<file path="config.mk">
export PLATFORM = sky130hd
export DESIGN_NAME = mult_seq_ctrl
export DESIGN_NICKNAME = d
export VERILOG_FILES = /design/src/rtl/mult_seq_ctrl.sv
export SDC_FILE = /design/constraint.sdc
export NUM_CORES = 1
export LEC_CHECK = 0
export ABC_AREA = 1
export CAP_MARGIN = 15
export CORE_MARGIN = 2
export CORE_UTILIZATION = 47
export CTS_BUF_LIST = sky130_fd_sc_hd__clkbuf_2 sky130_fd_sc_hd__clkbuf_4 sky130_fd_sc_hd__clkbuf_8
export DETAILED_ROUTE_END_ITERATION = 6
export GPL_TIMING_DRIVEN = 0
export PLACE_DENSITY = 0.88
export SETUP_SLACK_MARGIN = 0.1
export SLEW_MARGIN = 10
export SYNTH_ARGS = -nofsm -noshare
export SYNTH_HDL_FRONTEND = slang
export SYNTH_SLANG_ARGS = --single-unit
</file>
<file path="constraint.sdc">
create_clock -name clk -period 2.5 [get_ports clk]
set_input_delay 0.375 -clock clk [delete_from_list [all_inputs] [get_ports clk]]
set_output_delay 0.375 -clock clk [all_outputs]
set_load 0.005 [all_outputs]
</file>
<file path="src/rtl/mult_seq_ctrl.sv">
// Sequential wrapper around the combinational 8x8 array multiplier: registers operands,
// waits a fixed settle window, captures the product and hands it downstream over valid/ready.
module mult_seq_ctrl #(
  parameter int unsigned SETTLE_CYCLES = 2
) (
  input  logic        clk,
  input  logic        rst,
  input  logic        in_valid,
  output logic        in_ready,
  input  logic [7:0]  a_in,
  input  logic [7:0]  b_in,
  output logic [7:0]  mul_a,
  output logic [7:0]  mul_b,
  input  logic [15:0] mul_p,
  output logic        out_valid,
  input  logic        out_ready,
  output logic [15:0] product,
  output logic        ovf,
  output logic        busy,
  output logic [7:0]  op_count
);

  typedef enum logic [1:0] {
    IDLE   = 2'd0,
    SETTLE = 2'd1,
    HOLD   = 2'd2
  } state_e;

  localparam logic [3:0] CNT_INIT = 4'(SETTLE_CYCLES - 1);

  generate
    if (SETTLE_CYCLES < 1 || SETTLE_CYCLES > 15) begin : g_bad_settle
      $error("mult_seq_ctrl: SETTLE_CYCLES must be within 1..15");
    end
  endgenerate

  // Overflow means any bit above the low byte is set.
  function automatic logic upper_byte_set(input logic [15:0] p);
    return |p[15:8];
  endfunction

  state_e      state_q, state_d;
  logic [3:0]  cnt_q, cnt_d;
  logic [7:0]  mul_a_q, mul_a_d;
  logic [7:0]  mul_b_q, mul_b_d;
  logic [15:0] product_q, product_d;
  logic        ovf_q, ovf_d;
  logic        out_valid_q, out_valid_d;
  logic [7:0]  op_count_q, op_count_d;

  // Next-state and datapath update for the IDLE/SETTLE/HOLD sequence.
  always_comb begin
    state_d    = state_q;
    cnt_d      = cnt_q;
    mul_a_d    = mul_a_q;
    mul_b_d    = mul_b_q;
    product_d  = product_q;
    ovf_d      = ovf_q;
    op_count_d = op_count_q;
    case (state_q)
      IDLE: begin
        if (in_valid) begin
          mul_a_d = a_in;
          mul_b_d = b_in;
          cnt_d   = CNT_INIT;
          state_d = SETTLE;
        end else begin
          state_d = IDLE;
        end
      end
      SETTLE: begin
        if (cnt_q != 4'd0) begin
          cnt_d = cnt_q - 4'd1;
        end else begin
          product_d = mul_p;
          ovf_d     = upper_byte_set(mul_p);
          state_d   = HOLD;
        end
      end
      HOLD: begin
        if (out_ready) begin
          op_count_d = op_count_q + 8'd1;
          state_d    = IDLE;
        end else begin
          state_d = HOLD;
        end
      end
      default: begin
        state_d = IDLE;
      end
    endcase
    out_valid_d = (state_d == HOLD);
  end

  // State and output registers; reset discards any in-flight product.
  always_ff @(posedge clk) begin
    if (rst) begin
      state_q     <= IDLE;
      cnt_q       <= 4'd0;
      mul_a_q     <= 8'd0;
      mul_b_q     <= 8'd0;
      product_q   <= 16'd0;
      ovf_q       <= 1'b0;
      out_valid_q <= 1'b0;
      op_count_q  <= 8'd0;
    end else begin
      state_q     <= state_d;
      cnt_q       <= cnt_d;
      mul_a_q     <= mul_a_d;
      mul_b_q     <= mul_b_d;
      product_q   <= product_d;
      ovf_q       <= ovf_d;
      out_valid_q <= out_valid_d;
      op_count_q  <= op_count_d;
    end
  end

  assign in_ready  = (state_q == IDLE);
  assign busy      = (state_q != IDLE);
  assign mul_a     = mul_a_q;
  assign mul_b     = mul_b_q;
  assign product   = product_q;
  assign ovf       = ovf_q;
  assign out_valid = out_valid_q;
  assign op_count  = op_count_q;

endmodule

</file>
# --- Word level (Yosys, flattened, before mapping) ---
# Index checks and enable logic that the tools add are counted.
word_totals:
  elab_cells: 32
  ff_bits: 48
  mem_bits_rw: 0
  inputBits: 36
  n_memories: 0
  latch_bits: 0
  romBits: 0
op_classes:
  magnitude_cmp: 0
  n_bitwise: 1
  multipliers: 0
  n_div: 0
  n_reduce_logical: 9
  mux: 7
  n_eq_ne: 5
  add_sub_neg: 2
  shifts: 0
op_table:
  columns: ["operator", "n"]
  rows:
  - ["8-bit by 1-bit adder with 8-bit output, second input constant", 1]
  - ["4-bit two-way mux", 2]
  - ["4-bit case mux with 2 select lines", 1]
  - ["8-bit OR reduction", 1]
  - ["2-bit case mux with 3 select lines", 1]
  - ["2-bit AND reduction", 3]
  - ["2-bit == test, second input constant", 2]
  - ["2-bit two-way mux", 2]
  - ["2-bit inequality test, second input constant", 2]
  - ["2-bit nonzero test", 2]
  - ["4-bit nonzero test", 1]
  - ["4-bit by 1-bit subtractor with 4-bit output, second input constant", 1]
  - ["3-bit AND reduction", 1]
  - ["2-bit by 1-bit == test with 1-bit output, second input constant", 1]
  - ["2-bit zero test", 1]
  - ["1-bit two-way mux", 1]
  - ["1-bit inverter", 1]

# --- Depth between registers and ports, before layout ---
# Gate-level depths: netlist of the first run.
logic_depth:
  depth_word: 4
  mapped_depth: 8

# --- Worst setup path after synthesis of the first run ---
# No wires, ideal clock.
synth_timing:
  path_kind: "reg2reg"
  from: "register cnt_q[0]"
  to: "register product_q[10] (netlist: product[10])"
  required_time_ns: 2.384
  path_stages_with_launch: 9
  t_arrival_ns: 1.111
  setup_time_ns: 0.116
  period_less_slack_ns: 1.226
  path_slack_ns: 1.274
  path_cell_list: "dfxtp_1 inv_1 ha_1 nand3_2 buf_6 clkinv_4 buf_8 nor2_1 nor2_1"
synth_via:
  elab_chain_len: 3
synth_lines:
  columns: ["element", "line", "text"]
  rows:
  - ["start, declared", "43", "logic [3:0] cnt_q, cnt_d;"]
  - ["start signal, assigned", "108", "cnt_q <= cnt_d;"]
  - ["4-bit nonzero test", "72", "if (cnt_q != 4'd0) begin"]
  - ["1-bit inverter (no source line)", null, null]
  - ["2-bit AND reduction (no source line)", null, null]
  - ["end signal, assigned", "111", "product_q <= product_d;"]
  - ["end, declared", "46", "logic [15:0] product_q, product_d;"]
# Every way passes these cells.
# A chain may end at the register's enable or synchronous reset.

# --- Worst setup path after layout of the first run ---
layout_timing:
  from: "register state_q[1]"
  to: "output port in_ready"
layout_via:
  elab_chain_len: 1
layout_lines:
  columns: ["element", "line", "text"]
  rows:
  - ["start, declared", "42", "state_e state_q, state_d;"]
  - ["start signal, assigned", "107", "state_q <= state_d;"]
  - ["2-bit zero test", "118", "assign in_ready = (state_q == IDLE);"]
  - ["end, declared", "9", "output logic in_ready,"]
# Every way passes these cells.

==> results of run 1 <==
==> per-layer routing <==
layer	track usage (%)	wire, um
met5	0	0
met4	9.18	104
met3	4.33	307
met2	37.6	2180
met1	25.3	1930
==> final timing paths <==
path,from,end,slack (ns)
setup / recovery,state_q[1]$_SDFF_PP0_,in_ready,0.77
hold / removal,rst,cnt_q[1]$_SDFFE_PP0P_,0.38
setup reg to reg,cnt_q[0]$_SDFFE_PP0P_,product[12]$_SDFFE_PP0P_,1.07
hold reg to reg,mul_b[0]$_SDFFE_PP0N_,mul_b[0]$_SDFFE_PP0N_,0.48
==> area by class of cell <==
class | count | area share (%)
Sequential cell | 48 | 34.1
Timing Repair Buffer | 78 | 27.7
Multi-Input combinational cell | 170 | 27.4
Clock buffer | 7 | 3.42
Buffer | 11 | 2.80
Inverter | 16 | 2.31
Tap cell | 48 | 2.13
==> worst reg2reg max path, stage by stage (launching register included) <==
cell	delay, ns
dfxtp_1	0.33
inv_1	0.06
ha_1	0.25
nand3_2	0.12
buf_6	0.15
clkinv_4	0.09
buf_8	0.15
nor2_1	0.11
nor2_1	0.06
==> kinds of logic after synthesis <==
logic type               after synthesis  synth area share [%]
adder cells (fa/ha/maj)                2                  1.33
AO/OA/AOI/OAI                         46                  12.4
buffers and inverters                 27                  7.67
AND/OR/NAND/NOR                      120                  26.5
flip-flops                            48                  51.2
XOR/XNOR                               2                 0.934
==> power groups by stage <==
stage               clock network, mW  logic, mW  registers (mW)
finish                          0.479      0.463           0.887
global route                    0.528      0.516           0.896
CTS                             0.488      0.467           0.887
detailed placement                  0      0.463           0.906
global placement                    0      0.450           0.903
floorplan                           0      0.210           0.910
==> cells in the final DEF (no fill, tap or decap), types with 7 or more instances in the layout <==
master,netlist,layout
a21oi_1,9,9
clkbuf_8,0,7
clkdlybuf4s50_1,0,78
dfxtp_1,48,48
inv_1,12,12
nand2_1,16,16
nand3_1,8,8
nor2_1,85,85
o21ai_0,36,36
==> sequential cells by signal, indices dropped and copies added, names as in the netlist <==
signal     cells
cnt_q          4
mul_a          8
mul_b          8
op_count       8
out_valid      1
ovf            1
product       16
state_q        2
==> through the flow <==
| step | utilization [%] | std cells | setup slack (ns) |
|---|---|---|---|
| after floorplan | - | 245 | 1.27 |
| after global placement | 72.6 | 371 | 0.920 |
| after detailed placement | 72.6 | 371 | 0.854 |
| after CTS | 75.2 | 378 | 0.761 |
| after global routing | 75.2 | 378 | 0.729 |
| final | 75.2 | 378 | 0.767 |
==> Yosys cell counts <==
cell type | n | area [um2]
buf_6 | 2 | 22.5
o21ai_0 | 36 | 180
a21oi_1 | 9 | 45.0
nor3_1 | 1 | 5.00
nand2_2 | 1 | 6.26
clkinv_1 | 1 | 3.75
nor2_4 | 1 | 11.3
clkinv_4 | 1 | 8.76
inv_1 | 12 | 45.0
inv_2 | 2 | 7.51
nand4_1 | 3 | 18.8
buf_4 | 2 | 15.0
nand3_1 | 8 | 40.0
dfxtp_1 | 48 | 961
buf_8 | 1 | 15.0
nand2_1 | 16 | 60.1
nand3_2 | 1 | 10.0
nor2_1 | 85 | 319
or2_2 | 1 | 6.26
nor2_2 | 2 | 12.5
clkbuf_1 | 3 | 11.3
o21a_1 | 1 | 7.51
ha_1 | 2 | 25.0
buf_2 | 3 | 15.0
nand3b_1 | 1 | 7.51
xor2_1 | 2 | 17.5
==> metrics.yaml, run 1 <==
die_area_mm2: 0.00451
wl_um: 4520
fin_tns_setup_ns: 0
place_hpwl_um: 3410
min_path_cells: 2
whs_ns: 0.384
clkTransAtPathRegs_ns: 0.08
coreArea_mm2: 0.00374
area_delta_synth_final_pct: 49.9
cts_resized: 0
path_depth: 2
clkLatencyLatePin_ns: 0.29
cp-end-kind: "output port"
row_count: 22
cts_tree: "done"
grt_pass1_vias: 1680
synth_area_per_cell_um2: 7.66
grt_antenna_before_repair: 0
cts_setup_buffers: 0
io_pins: 80
dpl_cell_area_mm2: 0.00272
ys_ff_latch: 48
crit_buf_inv: 1
vdd_drop_max_v: 0.000367
synth_nets: 283
die_w_um: 67.2
crit_path_max_incr_delay_ns: 0.53
die_h_um: 67.2
htree_levels: 2
p_seq_share_pct: 48.5
clockBufferDepth: 2
portBuffers: 78
max_freq_ghz: 0.577
combinationalPowerShare_pct: 25.3
setup.worst_path.start_class: "flop"
total_power_mw: 1.83
routed_via_density: 4.89
clock_sinks: 48
period_share_pct: 69.3
min_period_ns: 1.73
slew_headroom_pct: 73.9
cp_data_required_time_ns: 2.12
num_antenna_cells: 0
first_pass_iters: 4
cts_root_buf: "clkbuf_8"
track_usage_pct: 21.4
finalNetCount: 368
grt_first_pass_wirelength_um: 7360
ctsHoldBuffers: 0
p_int_mw: 1.35
seq_area_um2: 961
dr.first_iter.drc_count: 129
status: "finished, final reports clean"
crit_chain: "nor2_2 -> clkdlybuf4s50_1"
drv_cap: 0
switching_share_pct: 26.1
critPathMaxFanout: 5
tightest_slew_ns: 0.392
yosysSeqAreaShare_pct: 51.2
reg2regPathDepth: 8
rsz0062_at_grt: "no"
p_leak_nw: 1.13
start_util_pct: 50.1
wl_per_cell_um: 12.0
syn_area_mm2: 0.00188
crit_arrival_ns: 1.36
worst_clock_skew_ns: 0.00249
overflow: 0
cp_slowest_cell: "clkdlybuf4s50_1"
vias: 1848
powerDensity_mw_per_mm2: 650
setup-violations-final: 0
fin_area_mm2: 0.00281
drive_gt1_share_pct: 7.27
worstSetupPathType: "reg2out"
yosysUniqueCellTypes: 26
cp_top_family: "buffers and inverters"
power.switching_mw: 0.478
yosys_warnings: 0
finalHoldViolations: 0
drc: 0
hold_class: "in2reg"
maxSlewViolCount: 0
gp_congestion: 0.761
grt_max_degree: 14
final_antenna_net_count: 0
synth_cells: 245
cts-buffers-inserted: 5
nFillCells: 314
power_frac_clock_pct: 26.2
multi_input_area_um2: 772
Note: power is estimated with default switching activity, not from simulation.
==> run 2, diff against run 1 <==
--- a/config.mk
+++ b/config.mk
@@ -8,11 +8,11 @@
 export ABC_AREA = 1
 export CAP_MARGIN = 15
 export CORE_MARGIN = 2
-export CORE_UTILIZATION = 47
+export CORE_UTILIZATION = 43
 export CTS_BUF_LIST = sky130_fd_sc_hd__clkbuf_2 sky130_fd_sc_hd__clkbuf_4 sky130_fd_sc_hd__clkbuf_8
 export DETAILED_ROUTE_END_ITERATION = 6
 export GPL_TIMING_DRIVEN = 0
-export PLACE_DENSITY = 0.88
+export PLACE_DENSITY = 0.81
 export SETUP_SLACK_MARGIN = 0.1
 export SLEW_MARGIN = 10
 export SYNTH_ARGS = -nofsm -noshare
==> constraint.sdc (replaced) <==
create_clock -name clk -period 1.6 [get_ports clk]
set_input_delay 0.24 -clock clk [delete_from_list [all_inputs] [get_ports clk]]
set_output_delay 0.24 -clock clk [all_outputs]
set_load 0.005 [all_outputs]
==> metrics.yaml, run 2 (synthesized netlist as in run 1, its figures left out) <==
period_share_pct: 89.5
die_h_um: 70.1  # +4.3%
slew_headroom_pct: 74.6  # +0.72 points
clkTransAtPathRegs_ns: 0.09  # about the same
cp-end-kind: "output port"
gp_congestion: 0.746  # -2.0%
area_delta_synth_final_pct: 53.4
hold_class: "in2reg"
reg2regPathDepth: 8  # unchanged
cp_data_required_time_ns: 1.36  # -0.76 ns
critPathMaxFanout: 4  # -1
cp_slowest_cell: "clkdlybuf4s50_1"
finalNetCount: 371  # +0.82%
rr_startpoint: "cnt_q[0]$_SDFFE_PP0P_"
crit_arrival_ns: 1.19  # -0.17 ns
holdPathEnd: "state_q[1]$_SDFF_PP0_"
num_antenna_cells: 0  # unchanged
tightest_slew_ns: 0.381  # -0.0108 ns
grt_antenna_before_repair: 0  # unchanged
wl_um: 4570  # +0.93%
place_ws_ns: 0.0962  # -0.757 ns
io_pins: 80  # unchanged
routed_via_density: 4.82  # -1.3%
finalHoldViolations: 0  # unchanged
maxSlewViolCount: 0  # unchanged
layout_commonest_cell: "nor2_1"
coreArea_mm2: 0.00426  # +14%
largest_reg_flops: 16  # unchanged
fin_ws_ns: 0.167  # -0.600 ns
drive_gt1_share_pct: 11.4  # +4.1 points
vias: 1862  # +0.76%
wl_per_cell_um: 11.8  # -1.2%
htree_levels: 2  # unchanged
min_path_cells: 2  # unchanged
ff2ff_setup_slack_ns: 0.27  # -0.80 ns
setup.worst_path.start_class: "flop"
setup-violations-final: 0  # unchanged
track_usage_pct: 18.7  # -2.7 points
nFillCells: 387  # +23%
final_cell_mix: "nor2_1, clkdlybuf4s50_1, dfxtp_1"
p_leak_nw: 1.17  # +3.9%
start_util_pct: 44.0  # -6.1 points
clockBufferDepth: 2  # unchanged
max_freq_ghz: 0.698
status: "finished, final reports clean"
rsz0062_at_grt: "no"
place_hpwl_um: 3330  # -2.3%
crit_path_max_incr_delay_ns: 0.51  # -0.02 ns
drc: 0  # unchanged
die_area_mm2: 0.00491  # +8.7%
grt_pass1_vias: 1711  # +1.8%
cp_top_family: "buffers and inverters"
fin_tns_setup_ns: 0  # unchanged
final_antenna_net_count: 0  # unchanged
cts_tree: "done"
reg2reg_to: "product[15]$_SDFFE_PP0P_"
row_count: 24  # +9.1%
crit_chain: "clkdlybuf4s50_1"
worstSetupPathType: "reg2out"
overflow: 0  # unchanged
crit_buf_inv: 1  # unchanged
powerDensity_mw_per_mm2: 1040  # +60%
cts-buffers-inserted: 5  # unchanged
clock_sinks: 48  # unchanged
vdd_drop_max_v: 0.000524  # +43%
grt_first_pass_wirelength_um: 7380  # +0.29%
cts_root_buf: "clkbuf_8"
min_period_ns: 1.43
drv_cap: 0  # unchanged
dr.first_iter.drc_count: 126  # -2.3%
hp-start: "rst"
clkLatencyLatePin_ns: 0.30  # about the same
portBuffers: 78  # unchanged
worst_clock_skew_ns: 0.00916  # +0.00667 ns
first_pass_iters: 4  # unchanged
grt_max_degree: 15  # +1
die_w_um: 70.1  # +4.3%
[run 2: metrics by stage]
stage / hold slack (ns) / utilization, % / cell area (um2) / total power, mW / std cells
after floorplan: 0.403 / - / 1880 / 1.75 / 245
after global placement: 0.461 / 63.8 / 2720 / 2.12 / 375
after detailed placement: 0.471 / 63.8 / 2720 / 2.14 / 375
after CTS: 0.227 / 67.2 / 2870 / 3.03 / 386
after global routing: 0.242 / 67.5 / 2880 / 3.17 / 386
final: 0.233 / 67.5 / 2880 / 3.00 / 386
[run 2: layer usage]
metal	GRT usage, %	vias up	share of wire (%)
li1	-	952	-
met3	5.92	11	6.9
met4	7.48	0	1.9
met5	0	-	0
met2	31.1	59	48
met1	22.5	840	43
[run 2: repair_timing]
action / 4_1_cts / 5_1_grt
hold buffers: 0 / 0
gates resized for setup: 5 / 10
buffers inserted: 3 / 0
pin swaps: 1 / 0
setup endpoints to repair: 2 / 12
[run 2: layout make-up]
cell class | instances | area (um2) | share of cell area [%]
sequential | 48 | 973 | 33.8
timing repair buffer | 81 | 805 | 27.9
multi-input combinational | 170 | 779 | 27.1
buffer | 11 | 80.1 | 2.78
clock buffer | 6 | 76.3 | 2.65
inverter | 16 | 65.1 | 2.26
tap | 52 | 65.1 | 2.26
clock inverter | 2 | 35.0 | 1.22
[run 2: worst max-delay path by stage]
stage                                        start                        to  slack, ns  cells after the start
after global placement                    in_valid     mul_a[2]$_SDFFE_PP0N_       0.12                      6
after CTS                 op_count[3]$_SDFFE_PP0P_               op_count[3]       0.10                      1
after detailed placement                  in_valid     mul_a[5]$_SDFFE_PP0N_        0.1                      6
final                     op_count[6]$_SDFFE_PP0P_               op_count[6]       0.17                      1
after global routing      op_count[3]$_SDFFE_PP0P_               op_count[3]       0.11                      1
after floorplan              cnt_q[0]$_SDFFE_PP0P_  product[10]$_SDFFE_PP0P_       0.37                      8
[run 2: power by group]
| group | switching [mW] | internal, mW | leakage (nW) |
|---|---|---|---|
| combinational | 0.319 | 0.417 | 0.718 |
| sequential | 0.0681 | 1.32 | 0.398 |
| clock | 0.394 | 0.481 | 0.0586 |
| total | 0.782 | 2.22 | 1.17 |
==> run 3, diff against run 2 <==
--- a/config.mk
+++ b/config.mk
@@ -5,14 +5,13 @@
 export SDC_FILE = /design/constraint.sdc
 export NUM_CORES = 1
 export LEC_CHECK = 0
-export ABC_AREA = 1
 export CAP_MARGIN = 15
 export CORE_MARGIN = 2
-export CORE_UTILIZATION = 43
+export CORE_UTILIZATION = 44
 export CTS_BUF_LIST = sky130_fd_sc_hd__clkbuf_2 sky130_fd_sc_hd__clkbuf_4 sky130_fd_sc_hd__clkbuf_8
 export DETAILED_ROUTE_END_ITERATION = 6
 export GPL_TIMING_DRIVEN = 0
-export PLACE_DENSITY = 0.81
+export PLACE_DENSITY = 0.82
 export SETUP_SLACK_MARGIN = 0.1
 export SLEW_MARGIN = 10
 export SYNTH_ARGS = -nofsm -noshare
==> metrics.yaml, run 3 <==
die_w_um: 70.3  # +0.40%
htree_levels: 2  # unchanged
tightest_slew_ns: 0.733  # +0.353 ns
min_period_ns: 1.66  # +0.225 ns
synth_most_common_cell: "dfxtp_1"
place_ws_ns: -0.203  # -0.299 ns
power.switching_mw: 0.866  # +11%
gp_congestion: 0.762  # +2.1%
synthArstFlopShare_pct: 0  # unchanged
clkLatencyLatePin_ns: 0.30  # about the same
io_pins: 80  # unchanged
grt_antenna_before_repair: 0  # unchanged
synth_xor_area_share_pct: 0.904  # -0.029 points
die_h_um: 70.3  # +0.40%
track_usage_pct: 22.0  # +3.3 points
yosysUniqueCellTypes: 34  # +31%
combinationalPowerShare_pct: 30.1  # +5.6 points
dr.first_iter.drc_count: 139  # +10%
cts-buffers-inserted: 5  # unchanged
vdd_drop_max_v: 0.000653  # +25%
dpl_cell_area_mm2: 0.00280  # +2.8%
row_count: 24  # unchanged
grt_pass1_vias: 2007  # +17%
place_hpwl_um: 3510  # +5.3%
final_core_util_pct: 74.5  # +7.0 points
p_seq_share_pct: 44.6  # -1.7 points
cts_root_buf: "clkbuf_8"
critPathMaxFanout: 6  # +2
synth-compound-area-share_pct: 19.2  # +6.8 points
crit_arrival_ns: 1.84  # +0.65 ns
switching_share_pct: 28.9  # +2.8 points
synth_area_per_cell_um2: 8.49  # +11%
wl_per_cell_um: 15.3  # +29%
first_pass_iters: 4  # unchanged
ys_ff_latch: 48  # unchanged
drv_cap: 0  # unchanged
drc: 0  # unchanged
slew_headroom_pct: 51.1  # -24 points
fin_ws_ns: -0.0578  # -0.225 ns
synth-edff-count: 0  # unchanged
ys_top_cells_by_count: "dfxtp_1, a21oi_1, nand2_1"
p_int_mw: 2.14  # -3.8%
synth_top_family_by_area: "simple AND/OR/NAND/NOR gates"
violations: "negative setup slack"
vias: 2057  # +10%
power_frac_clock_pct: 25.3  # -3.9 points
whs_ns: 0.330  # +0.0979 ns
rsz0062_at_grt: "yes"
multi_input_area_um2: 990  # +27%
synthSimpleGateAreaFrac_pct: 22.9  # -3.5 points
coreArea_mm2: 0.00429  # +0.70%
nFillCells: 310  # -20%
final_cell_mix: "clkdlybuf4s50_1, dfxtp_1, a21oi_1"
fin_area_mm2: 0.00320  # +11%
dp.cells: 358  # -4.5%
maxSlewViolCount: 0  # unchanged
yosysTopAreaCellShare_pct: 49.6  # -1.6 points
synth_flop_cell: "dfxtp_1"
synth_top_cells_by_area: "dfxtp_1, a21oi_1, nand2_1, o21ai_0, nand3_1"
yosys-mux-area-fraction_pct: 1.03  # +1.0 points
cp_data_required_time_ns: 1.78  # +0.42 ns
area_delta_synth_final_pct: 65.1
max_freq_ghz: 0.603  # -14%
finalNetCount: 365  # -1.6%
final_antenna_net_count: 0  # unchanged
drive_gt1_share_pct: 21.3  # +10 points
cts_tree: "done"
synth_nets: 266  # -6.0%
seq_area_um2: 977  # +0.39%
grt_first_pass_wirelength_um: 8910  # +21%
syn_area_mm2: 0.00194  # +3.2%
clock_sinks: 48  # unchanged
grt_max_degree: 16  # +1
powerDensity_mw_per_mm2: 939  # -9.9%
start_util_pct: 45.1  # +1.1 points
portBuffers: 78  # unchanged
synthAdderAreaFrac_pct: 1.29  # -0.041 points
yosysSeqAreaShare_pct: 49.6  # -1.6 points
yosys_warnings: 0  # unchanged
period_share_pct: 104  # +14 points
largest_reg_flops: 16  # unchanged
num_antenna_cells: 0  # unchanged
yosys.area.top_type: "dfxtp_1"
p_leak_nw: 1.15  # -2.3%
cp-end-kind: "flop"
worstSetupPathType: "reg2reg"
synth_cells: 228  # -6.9%
setup-violations-final: 1  # +1
finalHoldViolations: 0  # unchanged
instances_no_fill: 380  # -1.6%
routed_via_density: 5.41  # +12%
overflow: 0  # unchanged
clkTransAtPathRegs_ns: 0.09  # about the same
setup.worst_path.start_class: "flop"
hold_class: "in2reg"
status: "finished, violations left"
layout_commonest_cell: "clkdlybuf4s50_1"
wl_um: 5820  # +27%
clockBufferDepth: 2  # unchanged
die_area_mm2: 0.00495  # +0.80%
worst_clock_skew_ns: 0.00514  # -0.00401 ns
[run 3: cell types whose count changed after synthesis, moves of 3 or more]
cell	before	now
o21ai_0	36	20
o31ai_1	0	3
nand3_1	8	17
clkbuf_1	3	8
buf_2	3	9
nand2_1	16	35
or4_1	0	5
inv_1	12	3
a21oi_1	9	41
or3_1	0	5
nor2_1	85	5
[run 3: through the flow]
stage / setup TNS [ns] / power [mW]
floorplan: 0 / 1.68
global placement: -2.41 / 2.00
detailed placement: -2.74 / 2.01
CTS: 0 / 2.89
global route: -0.340 / 3.13
finish: -0.0578 / 3.00
[run 3: cell type report]
cell class,count,area share (%)
multi-input combinational,159,30.9
tap,52,2.03
clock buffer,6,2.58
buffer,18,4.69
inverter,3,0.430
clock inverter,2,0.469
sequential,48,30.6
timing repair buffer,92,28.3
[run 3: power groups by stage]
stage	Combinational (mW)	Clock [mW]	Sequential, mW
after floorplan	0.325	0	1.35
after global placement	0.652	0	1.35
after detailed placement	0.658	0	1.35
after CTS	0.794	0.768	1.33
after global routing	0.970	0.809	1.35
final	0.904	0.760	1.34
[run 3: cell families (layout without fill, tap and decap cells)]
group                    count (synthesis)  count (layout)
AO/OA/AOI/OAI                           69              69
multiplexers                             2               2
XOR/XNOR                                 2               2
flip-flops                              48              48
buffers and inverters                   21             121
AND/OR/NAND/NOR                         84              84
adder cells (fa/ha/maj)                  2               2
[run 3: path summary, 6_finish.rpt]
kind	startpoint	to	slack [ns]	cells past startpoint
setup / recovery	cnt_q[0]$_SDFFE_PP0P_	cnt_q[0]$_SDFFE_PP0P_	-0.06	6
hold / removal	rst	out_valid$_SDFF_PP0_	0.33	2
setup reg to reg	cnt_q[0]$_SDFFE_PP0P_	cnt_q[0]$_SDFFE_PP0P_	-0.06	6
hold reg to reg	mul_a[2]$_SDFFE_PP0N_	mul_a[2]$_SDFFE_PP0N_	0.46	2
[run 3: routing by layer]
layer  track usage (%)  vias to the layer above  share of wire, %
met1              25.9                      963                42
li1                  -                     1001                 -
met4              6.62                        0               1.8
met3              5.92                       13               6.6
met2              38.9                       80                50
met5                 0                        -                 0
[run 3: repair_timing]
action,in CTS,in global routing
cloned,2,2
gates resized for setup,50,31
pin swaps,23,11
endpoints found under the setup margin,33,37
hold buffers,0,0
setup buffers,3,7
[run 3: critical path, cell delays in order, from the launching register on]
cell	delay (ns)
dfxtp_4	0.37
inv_4	0.06
ha_4	0.14
or3b_4	0.40
buf_8	0.15
mux2i_1	0.12
a221oi_1	0.30
